==> src/rtl/alu_nibble_sequencer_if.sv <==
// alu_nibble_sequencer_if
// Request/result bus of the nibble-serial ALU sequencer.
//   start       : operation request (requester -> sequencer)
//   A, B        : WIDTH-bit operands
//   S           : 4-bit function select
//   M_inverse   : 1 = arithmetic, 0 = logic
//   Ci_inverse  : carry-in into bit 0 (1 = carry)
//   busy        : sequencer is in RUN or DONE
//   done        : one-cycle completion pulse, F/Co valid from this cycle
//   F           : WIDTH-bit result
//   Co          : carry out of the MSB nibble
// The requester side uses the master modport, the sequencer the slave modport.
interface alu_nibble_sequencer_if #(
  parameter int WIDTH = 16
);
  logic             start;
  logic [WIDTH-1:0] A;
  logic [WIDTH-1:0] B;
  logic [3:0]       S;
  logic             M_inverse;
  logic             Ci_inverse;
  logic             busy;
  logic             done;
  logic [WIDTH-1:0] F;
  logic             Co;

  modport master (
    output start, A, B, S, M_inverse, Ci_inverse,
    input  busy, done, F, Co
  );

  modport slave (
    input  start, A, B, S, M_inverse, Ci_inverse,
    output busy, done, F, Co
  );
endinterface

==> src/rtl/alu_nibble_sequencer.sv <==
// alu_nibble_sequencer
// Drives an external 4-bit carry-lookahead slice one operand nibble per cycle
// so that a single slice performs WIDTH-bit add, subtract and logic operations
// over WIDTH/4 cycles. The carry between nibbles is held in a register.
// Ports:
//   clk              : clock, rising edge
//   rst_n            : asynchronous active-low reset
//   bus              : request/result bus (slave modport)
//   la_p_o, la_g_o   : propagate/generate of the current nibble
//   la_Ci_inverse_o  : carry-in of the current nibble
//   la_M_inverse_o   : latched arithmetic/logic mode
//   la_o_i           : active-low lookahead carries returned by the slice
module alu_nibble_sequencer #(
  parameter int WIDTH = 16
) (
  input  logic                  clk,
  input  logic                  rst_n,
  alu_nibble_sequencer_if.slave bus,
  output logic [3:0]            la_p_o,
  output logic [3:0]            la_g_o,
  output logic                  la_Ci_inverse_o,
  output logic                  la_M_inverse_o,
  input  logic [3:0]            la_o_i
);

  localparam int NIB  = WIDTH / 4;
  localparam int IDXW = (NIB > 1) ? $clog2(NIB) : 1;

  typedef enum logic [1:0] {
    IDLE = 2'd0,
    RUN  = 2'd1,
    DONE = 2'd2
  } state_e;

  state_e            state_q, state_d;
  logic [IDXW-1:0]   idx_q, idx_d;
  logic [WIDTH-1:0]  a_q, a_d;
  logic [WIDTH-1:0]  b_q, b_d;
  logic [3:0]        s_q, s_d;
  logic              m_q, m_d;
  logic              c_q, c_d;
  logic [WIDTH-1:0]  f_q, f_d;
  logic              co_q, co_d;

  logic [IDXW+1:0]   nibShift;
  logic [WIDTH-1:0]  aShifted;
  logic [WIDTH-1:0]  bShifted;
  logic [3:0]        aNib;
  logic [3:0]        bNib;
  logic [3:0]        pNib;
  logic [3:0]        gNib;
  logic [3:0]        hNib;
  logic [3:0]        bitCarry;
  logic              nibCarryOut;
  logic [WIDTH-1:0]  fMerged;
  logic              lastNib;

  // Select the current operand nibble by shifting it down to bit 0.
  assign nibShift = {idx_q, 2'b00};
  assign aShifted = a_q >> nibShift;
  assign bShifted = b_q >> nibShift;
  assign aNib     = aShifted[3:0];
  assign bNib     = bShifted[3:0];

  assign pNib = aNib | (bNib & {4{s_q[0]}}) | (~bNib & {4{s_q[1]}});
  assign gNib = (aNib & ~bNib & {4{s_q[2]}}) | (aNib & bNib & {4{s_q[3]}});
  assign hNib = pNib & ~gNib;

  // Bit carries come back active-low from the slice; logic mode forces them
  // to 0 regardless of what the slice reports.
  assign bitCarry    = {~la_o_i[2:0] & {3{m_q}}, c_q & m_q};
  assign nibCarryOut = m_q & (~la_o_i[3] | (&pNib & c_q));

  // Replace only the current nibble of the result register.
  assign fMerged = (f_q & ~(WIDTH'(4'hF) << nibShift))
                 | (WIDTH'(hNib ^ bitCarry) << nibShift);

  assign lastNib = (idx_q == IDXW'(NIB - 1));

  assign la_p_o          = pNib;
  assign la_g_o          = gNib;
  assign la_Ci_inverse_o = c_q;
  assign la_M_inverse_o  = m_q;

  assign bus.busy = (state_q != IDLE);
  assign bus.done = (state_q == DONE);
  assign bus.F    = f_q;
  assign bus.Co   = co_q;

  always_ff @(posedge clk or negedge rst_n) begin
    if (!rst_n) begin
      state_q <= IDLE;
      idx_q   <= '0;
      a_q     <= '0;
      b_q     <= '0;
      s_q     <= '0;
      m_q     <= 1'b0;
      c_q     <= 1'b0;
      f_q     <= '0;
      co_q    <= 1'b0;
    end else begin
      state_q <= state_d;
      idx_q   <= idx_d;
      a_q     <= a_d;
      b_q     <= b_d;
      s_q     <= s_d;
      m_q     <= m_d;
      c_q     <= c_d;
      f_q     <= f_d;
      co_q    <= co_d;
    end
  end

  // Next-state logic: accept in IDLE, one nibble per RUN cycle, one DONE cycle.
  always_comb begin
    state_d = state_q;
    idx_d   = idx_q;
    a_d     = a_q;
    b_d     = b_q;
    s_d     = s_q;
    m_d     = m_q;
    c_d     = c_q;
    f_d     = f_q;
    co_d    = co_q;
    unique case (state_q)
      IDLE: begin
        if (bus.start) begin
          a_d     = bus.A;
          b_d     = bus.B;
          s_d     = bus.S;
          m_d     = bus.M_inverse;
          c_d     = bus.Ci_inverse & bus.M_inverse;
          f_d     = '0;
          idx_d   = '0;
          state_d = RUN;
        end
      end
      RUN: begin
        f_d = fMerged;
        c_d = nibCarryOut;
        if (lastNib) begin
          co_d    = nibCarryOut;
          state_d = DONE;
        end else begin
          idx_d = idx_q + IDXW'(1);
        end
      end
      DONE: begin
        state_d = IDLE;
      end
      default: begin
        state_d = IDLE;
      end
    endcase
  end

endmodule

==> src/flat_wrapper.sv <==
// flat-port wrapper written by rule: the top's interface ports become plain ports
module alu_nibble_sequencer_flat 
#(
  parameter int WIDTH = 16
)
  (clk, rst_n, la_p_o, la_g_o, la_Ci_inverse_o, la_M_inverse_o, la_o_i, bus_start, bus_A, bus_B, bus_S, bus_M_inverse, bus_Ci_inverse, bus_busy, bus_done, bus_F, bus_Co);
  alu_nibble_sequencer_if #(.WIDTH(WIDTH)) bus_i ();
  input  logic clk;
  input  logic rst_n;
  output logic [3:0] la_p_o;
  output logic [3:0] la_g_o;
  output logic la_Ci_inverse_o;
  output logic la_M_inverse_o;
  input  logic [3:0] la_o_i;
  input wire logic [$bits(bus_i.start)-1:0] bus_start;
  input wire logic [$bits(bus_i.A)-1:0] bus_A;
  input wire logic [$bits(bus_i.B)-1:0] bus_B;
  input wire logic [$bits(bus_i.S)-1:0] bus_S;
  input wire logic [$bits(bus_i.M_inverse)-1:0] bus_M_inverse;
  input wire logic [$bits(bus_i.Ci_inverse)-1:0] bus_Ci_inverse;
  output wire logic [$bits(bus_i.busy)-1:0] bus_busy;
  output wire logic [$bits(bus_i.done)-1:0] bus_done;
  output wire logic [$bits(bus_i.F)-1:0] bus_F;
  output wire logic [$bits(bus_i.Co)-1:0] bus_Co;
  assign bus_i.start = bus_start;
  assign bus_i.A = bus_A;
  assign bus_i.B = bus_B;
  assign bus_i.S = bus_S;
  assign bus_i.M_inverse = bus_M_inverse;
  assign bus_i.Ci_inverse = bus_Ci_inverse;
  assign bus_busy = bus_i.busy;
  assign bus_done = bus_i.done;
  assign bus_F = bus_i.F;
  assign bus_Co = bus_i.Co;
  alu_nibble_sequencer #(.WIDTH(WIDTH)) u_core (.clk(clk), .rst_n(rst_n), .bus(bus_i), .la_p_o(la_p_o), .la_g_o(la_g_o), .la_Ci_inverse_o(la_Ci_inverse_o), .la_M_inverse_o(la_M_inverse_o), .la_o_i(la_o_i));
endmodule
==> config.mk <==
export PLATFORM = sky130hd
export DESIGN_NAME = alu_nibble_sequencer_flat
export DESIGN_NICKNAME = d
export VERILOG_FILES = /design/src/rtl/alu_nibble_sequencer_if.sv /design/src/rtl/alu_nibble_sequencer.sv /design/src/flat_wrapper.sv
export SDC_FILE = /design/constraint.sdc
export NUM_CORES = 1
export LEC_CHECK = 0
export ABC_AREA = 1
export CORE_MARGIN = 5
export CORE_UTILIZATION = 50
export DETAILED_ROUTE_END_ITERATION = 8
export PLACE_DENSITY = 0.8
export SLEW_MARGIN = 20
export SYNTH_ARGS = -nofsm -noshare
export SYNTH_HDL_FRONTEND = slang
export SYNTH_SLANG_ARGS = --single-unit
==> constraint.sdc <==
create_clock -name clk -period 1.9 [get_ports clk]
set_input_delay 0.38 -clock clk [delete_from_list [all_inputs] [get_ports clk]]
set_output_delay 0.38 -clock clk [all_outputs]
set_load 0.01 [all_outputs]
Word-level counts from Yosys, hierarchy flattened
Cells that the tools add are included.
{ "op_classes": {"n_addsub": 1, "mul": 0, "div": 0, "n_lt_le_gt_ge": 0, "eq_ne": 6, "shifts": 4, "n_mux": 10, "bitwise_logic": 24, "reduce_logical": 9} }
{ "ops": {"columns": ["cell", "n"], "rows": [
  ["case mux 16 bit (2 select lines)", 1],
  [">> shifter 16 x 4 -> 4 bit", 2],
  ["bitwise AND 4 bit", 7],
  ["bitwise AND 16 bit", 1],
  ["two-way mux 16 bit", 1],
  ["inverter 16 bit", 1],
  ["OR 16 bit", 1],
  ["left shift 16 x 4 -> 16 bit", 1],
  ["left shift 4 x 4 -> 16 bit, first input constant", 1],
  ["OR 4 bit", 3],
  ["two-way mux 2 bit", 4],
  ["inverter 4 bit", 2],
  ["case mux 2 bit (2 select lines)", 2],
  ["AND reduction 2 bit", 4],
  ["bitwise AND 1 bit", 4],
  ["equality test 2 bit, second input constant", 2],
  ["!= test 2 bit, second input constant", 2],
  ["AND reduction 4 bit", 1],
  ["nonzero test 2 bit", 2],
  ["bitwise XOR 4 bit", 1],
  ["bitwise AND 3 bit", 1],
  ["inverter 3 bit", 1],
  ["AND reduction 3 bit", 1],
  ["adder 2 x 1 -> 2 bit, second input constant", 1],
  ["7 further kinds", 7]
]} }
{ "word_totals": {"reg_bits": 59, "latchBits": 0, "ram_bits": 0, "rom_bits": 0, "out_inout_bits": 29, "memories": 0} }

Longest topological paths before layout
Gate-level depths: netlist (run 1).
{ "depth": {"ltp_word": 11, "depth_mapped": 15} }

Worst setup path after synthesis (run 1)
No wires, ideal clock.
{ "synth_timing": {"path_type": "register to register", "start": "reg u_core.idx_q[0]", "end": "reg u_core.f_q[15], in the netlist u_core.bus.F[15]", "setup_time_ns": 0.120, "t_arrival_ns": 1.405, "required_ns": 1.780, "setup_slack_ns": 0.375, "stages_incl_launch_ff": 12, "period_less_slack_ns": 1.525, "cell_sequence": "dfrtp_1 > buf_6 > buf_6 > nand2_1 > nand3_2 > nand2_1 > nand2_1 > nand3_2 > nand2_1 > nand2_1 > nand2_2 > a31o_2"} }
{ "synth_rtl": {"columns": ["element", "line_no", "rtl"], "rows": [
  ["from (decl)", "alu_nibble_sequencer.sv:36", "logic [IDXW-1:0] idx_q, idx_d;"],
  ["from (signal assigned)", "alu_nibble_sequencer.sv:103", "idx_q <= idx_d;"],
  [">> shifter 16 x 4 -> 4 bit", "alu_nibble_sequencer.sv:61", "assign bShifted = b_q >> nibShift;"],
  ["bitwise AND 4 bit or inverter 4 bit (tied branches)", "alu_nibble_sequencer.sv:65", "assign pNib = aNib | (bNib & {4{s_q[0]}}) | (~bNib & {4{s_q[1]}});"],
  ["OR 4 bit or bitwise AND 4 bit (tied branches)", "alu_nibble_sequencer.sv:65", null],
  ["OR 4 bit *", "alu_nibble_sequencer.sv:65", null],
  ["named net la_p_o[3]", "flat_wrapper.sv:10", "output logic [3:0] la_p_o;"],
  ["bitwise AND 4 bit *", "alu_nibble_sequencer.sv:67", "assign hNib = pNib & ~gNib;"],
  ["bitwise XOR 4 bit *", "alu_nibble_sequencer.sv:76", "| (WIDTH'(hNib ^ bitCarry) << nibShift);"],
  ["left shift 16 x 4 -> 16 bit *", "alu_nibble_sequencer.sv:76", null],
  ["OR 16 bit *", "alu_nibble_sequencer.sv:76", null],
  ["case mux 16 bit (2 select lines) *", "alu_nibble_sequencer.sv:125", "unique case (state_q)"],
  ["to (signal assigned)", "alu_nibble_sequencer.sv:99", "f_q <= '0;"],
  ["to (signal assigned)", "alu_nibble_sequencer.sv:109", "f_q <= f_d;"],
  ["to (decl)", "alu_nibble_sequencer.sv:42", "logic [WIDTH-1:0] f_q, f_d;"]
]} }
The timed path passes the listed nets; every way through them passes the cells marked *.
A chain may end at the register's enable or synchronous reset.

Worst setup path in the final report (run 1)
{ "layout_timing": {"start": "reg u_core.idx_q[0]", "end": "out la_g_o[0]"} }
{ "layout_between": {"elab_chain_len": 5} }
{ "layout_lines": {"columns": ["element", "line_no", "rtl"], "rows": [
  [">> shifter 16 x 4 -> 4 bit", "alu_nibble_sequencer.sv:61", null],
  ["inverter 4 bit", "alu_nibble_sequencer.sv:66", "assign gNib = (aNib & ~bNib & {4{s_q[2]}}) | (aNib & bNib & {4{s_q[3]}});"],
  ["bitwise AND 4 bit (2 in series)", "alu_nibble_sequencer.sv:66", null],
  ["OR 4 bit *", "alu_nibble_sequencer.sv:66", null],
  ["to (decl)", "flat_wrapper.sv:11", "output logic [3:0] la_g_o;"]
]} }
Mark *: on every way between the ends. The rest lies on a longest branch, timed or not.

==> summary.md, run 1 <==
| Metric | Value |
|---|---|
| Yosys top cell area share | `0.478` |
| Maximum number of buffers from clock root to sink | `2` |
| Clk network pwr share | `0.137` |
| Startpoint of the tightest hold check path | `u_core.a_q[0]` |
| # DRC | `0` |
| Cell count after synthesis | `approximately 420` |
| Worst-case clock skew | `0.00999 ns` |
| Switching power total | `4230 µW` |
| Sequential-to-total area share from yosys stat | `0.478` |
| CTS sink cnt | `59` |
| Start point of the critical path | `u_core.idx_q[0]` |
| Max-slew headroom at the worst pin | `0.681` |
| Synth Area per Inst | `7.39 µm²` |
| Final hold vios | `0` |
| Overall die height | `88.6 µm` |
| Source of the worst register-to-register timing path | `u_core.idx_q[0]` |
| Routed Antenna Nets | `0` |
| Clock period minus final worst setup slack | `just over 2 ns` |
| CP arrival | `around 1.6 ns` |
| Type of the setup path with the least slack | `reg2out` |
| Clock tree from TritonCTS | `yes` |
| Final worst slack | `-0.118 ns` |
| Max-cap violations | `0` |
| Critical Path End Type | `primary output` |
| Top-count cell post-synth | `sky130_fd_sc_hd__nand2_1` |
| Main combinational cell family by area after synthesis | `simple AND/OR/NAND/NOR gates` |
| Initial DRT Pass Iterations | `5` |
| PD cells | `2010 nW/µm²` |
| Reported leakage power | `approximately 0.0024 µW` |
| Initial Utilization | `0.518` |
| Number of enable-type register cells in the synthesized netlist | `0` |
| Die outline area | `between 7000 and 8000 µm²` |
| Part of the power in registers | `0.246` |
| Initial antenna violation count | `0` |
| Cell taking the most area after synthesis | `sky130_fd_sc_hd__dfrtp_1` |
| CP Data Required Time | `1.52 ns` |
| Post-route clock period utilization | `1.06` |
| Largest driver fanout on the critical path | `7` |
| Slew of the pin with the lowest slew margin | `~0.48 ns` |
| Number of storage elements in the synthesis netlist | `59` |
| Mapped Nets | `approximately 470` |
| Top-Level Pins | `74` |
| Average wire length per cell after detail routing | `14.9 µm` |
| Number of library cell types mapped by synthesis | `21` |
| Result of the run | `finished, violations left` |
| DRT Wirelength | `between 8 and 9 mm` |
| Failing checks | `setup timing` |
| Number of input and output port buffers inserted | `73` |
| Iter 0 DRT Violations | `178` |
| Multiplexer area fraction after synthesis | `0` |
| Diodes inserted | `0` |
| Number of buffers created by CTS | `9` |
| Number of pins exceeding their max-slew limit in the final report | `0` |
| Worst Hold Class | `reg2reg` |
| Via count | `between 3000 and 4000` |
| Per-cell via count in the routed design | `5.16` |
| Die span in x | `roughly 89 µm` |
| Largest cells by area after synthesis | `sky130_fd_sc_hd__dfrtp_1 (48%), sky130_fd_sc_hd__nand2_1 (27%), sky130_fd_sc_hd__nand3_1 (7.1%), sky130_fd_sc_hd__nand3_2 (2.9%), sky130_fd_sc_hd__inv_1 (2.4%)` |
| Share of cells above drive strength 1 | `0.267` |
| Total number of nets in the final design | `between 500 and 600` |
| Final core occ | `0.781` |
| Total congestion overflow | `0` |
| Fraction of power spent switching nets | `0.452` |
| Synthesized-area fraction occupied by and/or/nand/nor cells | `0.410` |
| Half-perimeter wire length after placement | `6.00 mm` |
| FFs w/ async S/R, synth | `1.00` |
| Reg clk slew, reported paths | `0.08 ns` |
| Maximum clock frequency | `0.496 GHz` |
| Top_reg_cell synth | `sky130_fd_sc_hd__dfrtp_1` |
| Maximum number of pins on one net before global-route repair | `41` |
| Synthesis-to-layout area growth | `50.6%` |
| Synth top cells by count | `sky130_fd_sc_hd__nand2_1 (225), sky130_fd_sc_hd__dfrtp_1 (59), sky130_fd_sc_hd__nand3_1 (44)` |
| Design internal power | `5130 µW` |
| Startpoint Class | `register` |
| Post-synthesis share of cell area spent on xor and xnor gates | `0` |
| Clock Tree Root | `sky130_fd_sc_hd__clkbuf_8` |
| Sum Neg Setup Slack | `-0.827 ns` |
| Worst Setup Slack post-DPL | `-0.153 ns` |
| Later-pin clock latency in the skew report | `around 0.35 ns` |
| Via count of the first global-routing pass | `roughly 3000` |
| Post-synthesis instance area | `3090 µm²` |
| Largest voltage drop on the vdd net | `~1.3 mV` |
| Gr usage total | `0.233` |
| Count of endpoints failing setup in the final report | `12` |
| Setup repair after global routing missed its margin | `true` |
| Compound-cell area share of the yosys netlist | `0.0308` |
| Routability cong. | `roughly 0.88` |
| Std cell rows | `28` |
| YS warnings | `0` |
| Gate power share | `0.617` |
| Post-synthesis adder-cell area fraction | `0.0162` |
| First-pass GRT wire length | `14.0 mm` |
| Core area | `5960 µm²` |
| Number of levels the H-tree was split into | `3` |
## power by group through the flow
stage	registers [µW]	clock network, µW	logic, µW
after floorplan	2200	0	2720
after global placement	2240	0	4450
after detailed placement	2250	0	4580
after CTS	2270	1280	5120
after global routing	2360	1340	6310
final	2300	1280	5770
## stage by stage
step	area, µm²	hold WS, ns	power (µW)	cells
6_report	4650	0.487	9360	600
5_1_grt	4650	0.508	10000	600
4_1_cts	4450	0.484	8670	600
3_5_place_dp	4010	0.358	6820	573
3_3_place_gp	4010	0.356	6700	573
2_1_floorplan	3090	0.0844	4920	418
## timing repair
item,CTS,global route
hold buffers,1,0
gates resized for setup,67,46
endpoints found under the hold margin,13,0
gates cloned,4,0
setup buffers,6,0
pin swaps,10,18
endpoints found under the setup margin,8,23
## cells in the final DEF, fill, tap and decap left out, drive strengths merged
cell type      synthesis  routed
or2                    1       1
buf                    9      40
nand3                 53      53
clkbuf                 7      10
nand2                236     236
nor2                   9       9
ha                     4       4
bufinv                 0       2
clkinvlp               0       2
inv                   25      28
dlygate4sd3            0       1
o21ai                  6       6
o21a                   4       4
dfrtp                 59      59
clkdlybuf4s50          0      64
clkinv                 1       2
a31o                   4       4
## critical path, stage by stage, from the launching register on
cell	delay, ns
sky130_fd_sc_hd__dfrtp_2	0.49
sky130_fd_sc_hd__buf_12	0.18
sky130_fd_sc_hd__buf_6	0.12
sky130_fd_sc_hd__nand2_4	0.05
sky130_fd_sc_hd__nand3_4	0.08
sky130_fd_sc_hd__nand2_4	0.11
sky130_fd_sc_hd__inv_4	0.04
sky130_fd_sc_hd__nand3_4	0.08
sky130_fd_sc_hd__inv_2	0.04
sky130_fd_sc_hd__buf_6	0.11
## sequential cells by signal, summed over array words and instances (netlist names)
register / cells
u_core.s_q: 4
u_core.la_Ci_inverse_o: 1
u_core.a_q: 16
u_core.bus.Co: 1
u_core.bus.F: 16
u_core.state_q: 2
u_core.la_M_inverse_o: 1
u_core.idx_q: 2
u_core.b_q: 16
## kinds of logic after synthesis
logic type	Yosys count
simple gates	299
flops	59
buf+inv	42
compound gates	14
fa+ha+maj	4
## metal layers
layer | global-route usage | part of all wire
met5 | 0 | 0
met1 | 0.296 | 0.43
met4 | 0.0865 | 0.018
met3 | 0.0372 | 0.070
met2 | 0.402 | 0.49
## final cells by class
cell class | count | area, µm²
Multi-Input combinational cell | 317 | 1690
Sequential cell | 59 | 1480
Fill cell | 396 | 1300
Timing Repair Buffer | 105 | 1050
Clock buffer | 10 | 128
Inverter | 26 | 113
Tap cell | 75 | 93.8
Clock inverter | 6 | 88.8
Timing Repair inverter | 2 | 17.5
## path summary, 6_finish.rpt
check / endpoint / slack [ns] / cells after the start
worst min-delay path: u_core.a_q[0] / 0.49 / 2
worst max register to register: u_core.bus.F[0] / -0.04 / 16
worst max-delay path: la_g_o[0] / -0.12 / 9
min in group asynchronous: u_core.b_q[7] / 0.53 / 2
max in group asynchronous: u_core.idx_q[0] / 0.79 / 3
worst min register to register: u_core.a_q[0] / 0.49 / 2
Note: power is estimated with default switching activity, not from simulation.
==> run 2, diff against run 1 <==
HOLD_SLACK_MARGIN = 0.03   (was unset)
PLACE_DENSITY = unset   (was 0.8)
PLACE_DENSITY_LB_ADDON = 0.05   (was unset)
TNS_END_PERCENT = 10   (was unset)
==> run 2 against run 1 <==
The flow still finishes with violations (setup timing). Critical path depth fell by 1. Largest cell class unchanged. Cell area fell by 4.5%. Critical path type unchanged. Wire length fell by 8.8%. Die area did not move. Sequential cell count did not move. Register-to-register slack improved by 0.10 ns.
==> summary.md, run 2 (synthesized netlist as in run 1, its figures left out) <==
| Metric | Value |
|---|---|
| Final worst slack | `-0.0695 ns (+0.0486 ns)` |
| Diodes inserted | `0 (unchanged)` |
| WHS | `0.0362 ns (-0.451 ns)` |
| Slew of the pin with the lowest slew margin | `0.333 ns (-0.146 ns)` |
| Final hold vios | `0 (unchanged)` |
| Reported leakage power | `0.00232 µW (-3.2%)` |
| Half-perimeter wire length after placement | `5.73 mm (-4.5%)` |
| Final core occ | `0.746 (-0.0355)` |
| First-pass GRT wire length | `13.5 mm (-4.0%)` |
| Die span in x | `88.6 µm (unchanged)` |
| Gr usage total | `0.224 (-0.00908)` |
| Routability cong. | `0.844 (-3.7%)` |
| Fill count | `466 (+18%)` |
| DRT Wirelength | `8.15 mm (-8.8%)` |
| Initial antenna violation count | `0 (unchanged)` |
| Number of levels the H-tree was split into | `3 (unchanged)` |
| CP arrival | `1.59 ns (-0.05 ns)` |
| # DRC | `0 (unchanged)` |
| Post-route clock period utilization | `1.04 (-0.0256)` |
| Part of the power in registers | `0.262 (+0.016)` |
| PD cells | `1940 nW/µm² (-3.3%)` |
| Largest voltage drop on the vdd net | `1.06 mV (-16%)` |
| Later-pin clock latency in the skew report | `0.33 ns (-0.02 ns)` |
| Maximum number of buffers from clock root to sink | `2 (unchanged)` |
| Sum Neg Setup Slack | `-0.340 ns (+0.487 ns)` |
| Failing checks | `setup timing` |
| Number of buffers created by CTS | `9 (unchanged)` |
| Initial DRT Pass Iterations | `4 (-1)` |
| Number of pins exceeding their max-slew limit in the final report | `0 (unchanged)` |
| Maximum number of pins on one net before global-route repair | `60 (+46%)` |
| Crit path buf inv count | `3 (-2)` |
| Worst Hold Class | `in2async` |
| Worst-case clock skew | `0.00369 ns (-0.00631 ns)` |
| Average wire length per cell after detail routing | `13.7 µm (-8.2%)` |
| Type of the setup path with the least slack | `reg2out` |
| Number of buffers added to fix hold violations after cts | `0 (-1)` |
| Gate power share | `0.609 (-0.008)` |
| Die outline area | `7850 µm² (unchanged)` |
| Final cell count without fillers | `596 (-0.67%)` |
| Total congestion overflow | `0 (unchanged)` |
| Clk network pwr share | `0.130 (-0.007)` |
| Via count of the first global-routing pass | `2915 (-4.3%)` |
| Multi-input gate area | `1580 µm² (-6.5%)` |
| Biggest cell delay along the critical path | `0.50 ns (about the same)` |
| Register-to-register setup slack | `0.06 ns (+0.10 ns)` |
| Top-Level Pins | `74 (unchanged)` |
| Core area | `5960 µm² (unchanged)` |
| Most common cell after layout, fill and taps aside | `sky130_fd_sc_hd__nand2_1` |
| Switching power total | `3850 µW (-9.0%)` |
| Crit path max-delay cell type | `sky130_fd_sc_hd__dfrtp_2` |
| # placed instances | `574 (+0.17%)` |
| Number of cell instances on the worst register-to-register path | `16 (unchanged)` |
| Cell breakdown of the critical path | `inv_8 -> buf_12 -> nand2_4 -> nand3_4 -> nand2_2 -> nand2_1 -> nand3_2 -> buf_6` |
| Initial Utilization | `0.518 (unchanged)` |
| Setup repair after global routing missed its margin | `true` |
| Maximum clock frequency | `0.508 GHz (+2.5%)` |
| Overall die height | `88.6 µm (unchanged)` |
| Critical Path End Type | `primary output` |
| Std cell rows | `28 (unchanged)` |
| Routed Antenna Nets | `0 (unchanged)` |
| Worst r2r dst | `u_core.bus.F[9]` |
| Fraction of power spent switching nets | `0.446 (-0.00621)` |
| Source of the worst register-to-register timing path | `u_core.idx_q[0]` |
| Share of cells above drive strength 1 | `0.230 (-0.0363)` |
| Synthesis-to-layout area growth | `43.8%` |
| Design internal power | `4790 µW (-6.7%)` |
| Total number of nets in the final design | `565 (-0.70%)` |
| CTS sink cnt | `59 (unchanged)` |
| Clock period minus final worst setup slack | `1.97 ns (-0.0486 ns)` |
| Result of the run | `finished, violations left` |
| Count of endpoints failing setup in the final report | `8 (-4)` |
| Clock tree from TritonCTS | `yes` |
| Iter 0 DRT Violations | `143 (-20%)` |
| Startpoint Class | `register` |
| Reg clk slew, reported paths | `0.06 ns (-0.02 ns)` |
| Leading cell types in the layout, fill and taps excluded | `sky130_fd_sc_hd__nand2_1 (210), sky130_fd_sc_hd__clkdlybuf4s50_1 (64), sky130_fd_sc_hd__dfrtp_1 (58), sky130_fd_sc_hd__nand3_1 (28), sky130_fd_sc_hd__nand2_2 (24)` |
| Largest driver fanout on the critical path | `6 (-1)` |
| Reg area | `1480 µm² (unchanged)` |
| Number of input and output port buffers inserted | `73 (unchanged)` |
| Per-cell via count in the routed design | `4.96 (-3.9%)` |
| Top delay family on crit path | `flip-flops` |
| Max-cap violations | `0 (unchanged)` |
| Max-slew headroom at the worst pin | `0.778 (+0.0971)` |
| CP Data Required Time | `1.52 ns (about the same)` |
| Clock Tree Root | `sky130_fd_sc_hd__clkbuf_8` |
| Via count | `2956 (-4.6%)` |
[run 2: power groups by stage]
stage	logic [µW]	registers, µW	clock network, µW
finish	5250	2260	1120
global route	5810	2330	1200
detailed placement	4560	2230	0
floorplan	2720	2200	0
global placement	4470	2240	0
CTS	4890	2250	1140
[run 2: routing by layer]
metal / global-route usage / vias to the layer above / wire length (µm)
li1: - / 1495 / -
met1: 0.318 / 1353 / 3840
met2: 0.342 / 95 / 3620
met3: 0.0549 / 13 / 555
met4: 0.0687 / 0 / 131
met5: 0 / - / 0
[run 2: stage by stage]
stage	setup WS, ns	power [µW]	cell area [µm²]
2_1_floorplan	0.375	4920	3090
3_3_place_gp	-0.111	6700	4000
3_5_place_dp	-0.149	6800	4000
4_1_cts	-0.0568	8280	4330
5_1_grt	-0.155	9340	4440
6_report	-0.0695	8630	4440
[run 2: repair_timing]
item | CTS | global route
endpoints found under the hold margin | 0 | 0
pin swaps | 10 | 14
setup buffers | 6 | 0
gates cloned | 1 | 0
endpoints found under the setup margin | 8 | 17
resized for setup | 62 | 28
[run 2: how the worst max path moves through the flow]
stage,slack (ns),cells past startpoint,start,to
after floorplan,0.38,11,u_core.idx_q[0],u_core.bus.F[15]
after global placement,-0.11,8,u_core.idx_q[0],la_g_o[1]
after detailed placement,-0.15,8,u_core.idx_q[0],la_g_o[0]
after CTS,-0.06,17,u_core.idx_q[0],u_core.bus.F[9]
after global routing,-0.16,8,u_core.idx_q[0],la_g_o[2]
final,-0.07,8,u_core.idx_q[0],la_p_o[1]
[run 2: cell type report]
| type | count | share of cell area |
|---|---|---|
| Multi-Input combinational cell | 317 | 0.355 |
| Inverter | 26 | 0.0237 |
| Clock buffer | 14 | 0.0344 |
| Timing Repair Buffer | 102 | 0.223 |
| Tap cell | 75 | 0.0211 |
| Clock inverter | 2 | 0.00789 |
| Sequential cell | 59 | 0.333 |
| Timing Repair inverter | 1 | 0.00141 |
[run 2: worst register-to-register path: cells and delay by family, from the launching register on]
family / cells / cell delay [ns]
and+or+nand+nor: 12 / 0.84
DFF: 1 / 0.50
buffers and inverters: 4 / 0.45
